## config.mk

```make
export PLATFORM = sky130hd
export DESIGN_NAME = cache_refill_ctrl
export DESIGN_NICKNAME = d
export VERILOG_FILES = /design/src/rtl/cache_refill_ctrl.sv
export SDC_FILE = /design/constraint.sdc
export NUM_CORES = 1
export LEC_CHECK = 0
export CORE_AREA = 2 2 143 145
export CTS_BUF_LIST = sky130_fd_sc_hd__clkbuf_8
export DETAILED_ROUTE_END_ITERATION = 10
export DIE_AREA = 0 0 145 147
export MAX_ROUTING_LAYER = met4
export PLACE_DENSITY = 0.47
export SLEW_MARGIN = 20
export SYNTH_ARGS = -nofsm -noshare
export SYNTH_HDL_FRONTEND = slang
export SYNTH_SLANG_ARGS = --single-unit
```

## constraint.sdc

```tcl
create_clock -name clk -period 1.56 [get_ports clk]
set_input_delay 0.234 -clock clk [delete_from_list [all_inputs] [get_ports clk]]
set_output_delay 0.234 -clock clk [all_outputs]
set_load 0.03 [all_outputs]
```

## src/rtl/cache_refill_ctrl.sv

```systemverilog
// cache_refill_ctrl: miss handler sitting in front of a 2-way cache.
// Accepts one lookup at a time, refills the block from DRAM beat by beat on a
// miss, then replays the lookup so the data returns as a hit.
// Optional feature macro: CACHE_REFILL_PERF_EN (adds hit_count / miss_count).

`ifndef ADDR_WIDTH
`define ADDR_WIDTH 32
`endif

module cache_refill_ctrl #(
    parameter int unsigned BLOCK_SIZE_BITS = 64,
    parameter int unsigned BEAT_BITS       = 64,
    parameter int unsigned ADDR_WIDTH      = `ADDR_WIDTH
) (
    input  logic                       clk,
    input  logic                       rst_aH,
    input  logic                       req_valid,
    output logic                       req_ready,
    input  logic [ADDR_WIDTH-1:0]      req_addr,
    output logic                       resp_valid,
    output logic [BLOCK_SIZE_BITS-1:0] resp_data,
    output logic                       busy,
    output logic [ADDR_WIDTH-1:0]      cache_addr,
    output logic                       cache_csb0,
    output logic                       cache_we_aL,
    output logic [BEAT_BITS-1:0]       cache_write_data,
    input  logic                       cache_hit,
    input  logic [BLOCK_SIZE_BITS-1:0] cache_rdata,
    output logic                       dram_req_valid,
    input  logic                       dram_req_ready,
    output logic [ADDR_WIDTH-1:0]      dram_req_addr,
    input  logic                       dram_resp_valid,
    input  logic [BEAT_BITS-1:0]       dram_resp_data
`ifdef CACHE_REFILL_PERF_EN
    ,
    output logic [31:0]                hit_count,
    output logic [31:0]                miss_count
`endif
);

    localparam int unsigned NUM_BEATS  = BLOCK_SIZE_BITS / BEAT_BITS;
    localparam int unsigned BlockBytes = BLOCK_SIZE_BITS / 8;
    localparam int unsigned BeatBytes  = BEAT_BITS / 8;
    localparam int unsigned BeatCntW   = (NUM_BEATS > 1) ? $clog2(NUM_BEATS) : 1;
    localparam logic [ADDR_WIDTH-1:0] OffMask = ADDR_WIDTH'(BlockBytes - 1);

    typedef enum logic [2:0] {
        StIdle,
        StLookup,
        StDramReq,
        StDramWait,
        StReplay
    } state_e;

    state_e                state_q, state_d;
    logic [ADDR_WIDTH-1:0] miss_addr_q, miss_addr_d;
    logic [BeatCntW-1:0]   beat_cnt_q, beat_cnt_d;

    logic [ADDR_WIDTH-1:0] block_base;
    logic [ADDR_WIDTH-1:0] beat_off;
    logic                  last_beat;

    assign block_base = miss_addr_q & ~OffMask;
    assign beat_off   = ADDR_WIDTH'(beat_cnt_q) * ADDR_WIDTH'(BeatBytes);
    assign last_beat  = (beat_cnt_q == BeatCntW'(NUM_BEATS - 1));

    // State and refill bookkeeping registers with synchronous reset.
    always_ff @(posedge clk) begin
        if (rst_aH) begin
            state_q     <= StIdle;
            miss_addr_q <= '0;
            beat_cnt_q  <= '0;
        end else begin
            state_q     <= state_d;
            miss_addr_q <= miss_addr_d;
            beat_cnt_q  <= beat_cnt_d;
        end
    end

    // Next-state and output decode; reset forces the idle output values.
    always_comb begin
        state_d          = state_q;
        miss_addr_d      = miss_addr_q;
        beat_cnt_d       = beat_cnt_q;
        req_ready        = 1'b0;
        resp_valid       = 1'b0;
        busy             = 1'b0;
        cache_addr       = '0;
        cache_csb0       = 1'b1;
        cache_we_aL      = 1'b1;
        cache_write_data = '0;
        dram_req_valid   = 1'b0;
        dram_req_addr    = block_base;

        unique case (state_q)
            StIdle: begin
                req_ready = 1'b1;
                if (req_valid) begin
                    cache_csb0  = 1'b0;
                    cache_addr  = req_addr;
                    miss_addr_d = req_addr;
                    state_d     = StLookup;
                end
            end
            StLookup: begin
                if (cache_hit) begin
                    resp_valid = 1'b1;
                    state_d    = StIdle;
                end else begin
                    state_d = StDramReq;
                end
            end
            StDramReq: begin
                busy           = 1'b1;
                dram_req_valid = 1'b1;
                if (dram_req_ready) begin
                    beat_cnt_d = '0;
                    state_d    = StDramWait;
                end
            end
            StDramWait: begin
                busy = 1'b1;
                if (dram_resp_valid) begin
                    cache_csb0       = 1'b0;
                    cache_we_aL      = 1'b0;
                    cache_write_data = dram_resp_data;
                    cache_addr       = block_base | beat_off;
                    if (last_beat) begin
                        beat_cnt_d = '0;
                        state_d    = StReplay;
                    end else begin
                        beat_cnt_d = beat_cnt_q + BeatCntW'(1);
                    end
                end
            end
            StReplay: begin
                busy       = 1'b1;
                cache_csb0 = 1'b0;
                cache_addr = miss_addr_q;
                state_d    = StLookup;
            end
            default: state_d = StIdle;
        endcase

        // Abort immediately: no cache access or DRAM request during reset.
        if (rst_aH) begin
            req_ready        = 1'b1;
            resp_valid       = 1'b0;
            busy             = 1'b0;
            cache_addr       = '0;
            cache_csb0       = 1'b1;
            cache_we_aL      = 1'b1;
            cache_write_data = '0;
            dram_req_valid   = 1'b0;
        end
    end

    assign resp_data = resp_valid ? cache_rdata : '0;

`ifdef CACHE_REFILL_PERF_EN
    logic        replay_q;
    logic [31:0] hit_count_q;
    logic [31:0] miss_count_q;

    // Count first-lookup outcomes only; a lookup right after a replay is skipped.
    always_ff @(posedge clk) begin
        if (rst_aH) begin
            replay_q     <= 1'b0;
            hit_count_q  <= '0;
            miss_count_q <= '0;
        end else begin
            replay_q <= (state_q == StReplay);
            if (state_q == StLookup && !replay_q) begin
                if (cache_hit) begin
                    if (hit_count_q != 32'hFFFF_FFFF) hit_count_q <= hit_count_q + 32'd1;
                end else begin
                    if (miss_count_q != 32'hFFFF_FFFF) miss_count_q <= miss_count_q + 32'd1;
                end
            end
        end
    end

    assign hit_count  = hit_count_q;
    assign miss_count = miss_count_q;
`endif

endmodule
```

==> qor.csv <==
stage,metric,value,unit
floorplan,# IOs,364,
layout,n_diodes,0,
synth,Cell variety after synth,28,
floorplan,Starting Density,0.1474,
synth,Post-synth top cells,"128 x and2_1, 66 x a21oi_1, 61 x nand2_1",
worst_setup_path,Reg2Reg Setup Slack,-0.29,ns
global_route,global-route wire length before repair,28840,um
routing,DRC viols,0,
worst_setup_path,nature of the critical path endpoint,primary output,
pwr,Max rail drop VDD,0.2849,mV
sta,Min Hold Slack,0.4860,ns
clocking,"CTS clk-pin slew, worst paths",0.08,ns
global_route,GRT Util Overall,0.1778,
synth,#FFs+latches synth,35,
clocking,"Hold-fix buffers, CTS",0,
synth,Yosys top cell area share,0.2739,
outcome,failing checks,setup timing,
placed_design,Port Buffers,360,
routing,DR vias,4591,
global_route,antenna violations before repair,0,
layout,synthesis-to-finish area growth,239.8,%
global_route,remaining global-route overflow,0,
sta,Final period util,1.359,
worst_setup_path,reg-to-reg endpoint,miss_addr_q[25]$_SDFFE_PP0P_,
min_path,Hold Path End,miss_addr_q[1]$_SDFFE_PP0P_,
routing,Detailed Routing Iterations Pass 1,5,
min_path,Worst Hold Launch,miss_addr_q[1]$_SDFFE_PP0P_,
floorplan,die height,147,um
synth,Mapped Cells,422,
outcome,status,"complete, but fails checks",
synth,post-synthesis async set-or-reset flop share,0,
worst_setup_path,reg2reg path depth,8,
routing,post-route ant nets,0,
synth,"EDFF count, synth",0,
worst_setup_path,"Data arrival, critical path",1.89,ns
min_path,Hold Path Cell Cnt,2,
clocking,CTS tree,built,
pwr,pwr dens,388.1,nW/um^2
job,# Max-Cap Violations,0,
synth,Post-Syn Area per Cell,6.929,um^2
clocking,Max H-tree Level,2,
routing,1st-iter DRT viols,143,
synth,main area contributors after synthesis,"and2_1 27%, dfxtp_1 24%, a21oi_1 11%",
clocking,cts bufs inserted,5,
sta,max-slew violations,0,
min_path,HP Class,register to register,
floorplan,DIE AREA,21320,um^2
placed_design,GPL Wtd Cong,0.7779,
layout,Final #Nets,1007,
placed_design,Place WS,-0.6052,ns
floorplan,core area,19840,um^2
sta,final hold viol count,0,
sta,RSZ-0062 raised after global routing,true,
pwr,LEAKAGE,4.328,nW
sta,Final WS setup,-0.5598,ns
synth,synth warn,0,
placed_design,HPWL Detailed,13410,um
layout,ratio of cells with drive above 1 in the final layout,0.6876,
worst_setup_path,Setup CP Type,register to primary output,
routing,vias per cell,4.129,
clocking,Max Root-Sink Buffers,2,
floorplan,die width,145,um
global_route,number of global-route vias before repair,4834,
worst_setup_path,CP Max Fanout,8,
global_route,pin count of the biggest net entering global routing,31,
synth,sequential area share after synthesis,0.2396,
pwr,total power,0.003856,W
synth,"area leader, netlist",and2_1,
worst_setup_path,required time worst endpoint,1.33,ns
floorplan,Rows,52,
synth,"count leader, synth",and2_1,
sta,TNS Setup,-79.54,ns
clocking,clk sinks,35,
sta,skew final,0.007961,ns
clocking,Root Buffer,clkbuf_8,
clocking,Worst-Skew Late Latency,0.30,ns
worst_setup_path,r2r startpoint,state_q[2]$_SDFFE_PP0P_,
synth,dominant synthesized flop cell,dfxtp_1,
sta,Final min period,2.120,ns
worst_setup_path,origin of the worst setup path,state_q[0]$_SDFFE_PP0P_,
sta,Final setup violation count,197,
worst_setup_path,Worst setup SP type,register,
routing,total wire length,20850,um
sta,Max Freq,471.7,MHz
routing,Wirelength per Cell,18.75,um
synth,mapped cell area,2924,um^2
-- layout make-up --
| cell class | count | area, um^2 |
|---|---|---|
| repair buffers | 479 | 5670 |
| well taps | 270 | 337.8 |
| fillers | 1815 | 9908 |
| inverters | 1 | 3.754 |
| clock inverters | 3 | 16.27 |
| clock buffers | 5 | 68.82 |
| multi-input cells | 319 | 3131 |
| flip-flops and latches | 35 | 708.2 |
-- critical path, stage by stage, from the launching register on --
cell	delay, ns
dfxtp_4	0.37
buf_12	0.13
nor4b_4	0.28
buf_4	0.18
buf_6	0.10
buf_12	0.16
nand2_4	0.07
a21oi_4	0.15
buf_6	0.14
-- cells by family (layout without fill, tap and decap cells) --
kind of cell / Yosys count / in the layout / share of synthesized area
AOI/OAI and AO/OA: 100 / 100 / 0.1737
buffers and inverters: 70 / 488 / 0.1562
DFF: 35 / 35 / 0.2396
other: 1 / 3 / 0.001282
and+or+nand+nor: 216 / 216 / 0.4292
-- stage by stage --
| stage | cells | util | cell area, um^2 |
|---|---|---|---|
| after global placement | 1048 | 0.3706 | 7355 |
| final | 1112 | 0.5007 | 9936 |
| after CTS | 1098 | 0.4578 | 9084 |
| after floorplan | 424 | - | 3426 |
| after global routing | 1112 | 0.5007 | 9936 |
| after detailed placement | 1048 | 0.3706 | 7355 |
-- routing by layer --
| layer | GRT usage | part of all wire | vias up |
|---|---|---|---|
| met5 | - | 0 | - |
| met4 | 0.02970 | 0.012 | 0 |
| met3 | 0.02453 | 0.043 | 25 |
| met2 | 0.3386 | 0.56 | 190 |
| met1 | 0.2001 | 0.38 | 2201 |
| li1 | - | - | 2175 |
-- how the worst max path moves through the flow --
stage	slack, ns	depth (start not counted)	end
6_report	-0.56	8	cache_addr[13]
5_1_grt	-0.62	7	cache_addr[13]
4_1_cts	-0.54	8	cache_addr[12]
3_5_place_dp	-0.61	6	cache_we_aL
3_3_place_gp	-0.63	6	cache_we_aL
2_1_floorplan	-0.13	5	cache_addr[11]
-- cell usage in the layout, fill, tap and decap left out, types with 31 or more instances in the layout --
cell type        instances
dfxtp_1                 33
buf_4                   52
and2_4                 123
nand2_4                 56
buf_6                  161
clkdlybuf4s50_1        163
buf_12                  44
a21oi_2                 33
a21oi_4                 31
dlygate4sd2_1           31
-- report_power, final --
group          internal (W)  switching, W  leakage, nW
sequential         0.000952     0.0000772        0.289
clock              0.000307      0.000389       0.0453
combinational       0.00116      0.000972         3.99
-- registers in the layout, summed over array words and instances (netlist names) --
register / cells
state_q: 3
miss_addr_q: 32
-- timing repair --
item                       CTS  global route
pin swaps                   69           141
setup endpoints to repair  215           198
gates resized for setup    355           182
setup buffers               30             7
gates cloned                17            13
No activity file was read; power rests on OpenSTA's default activity.
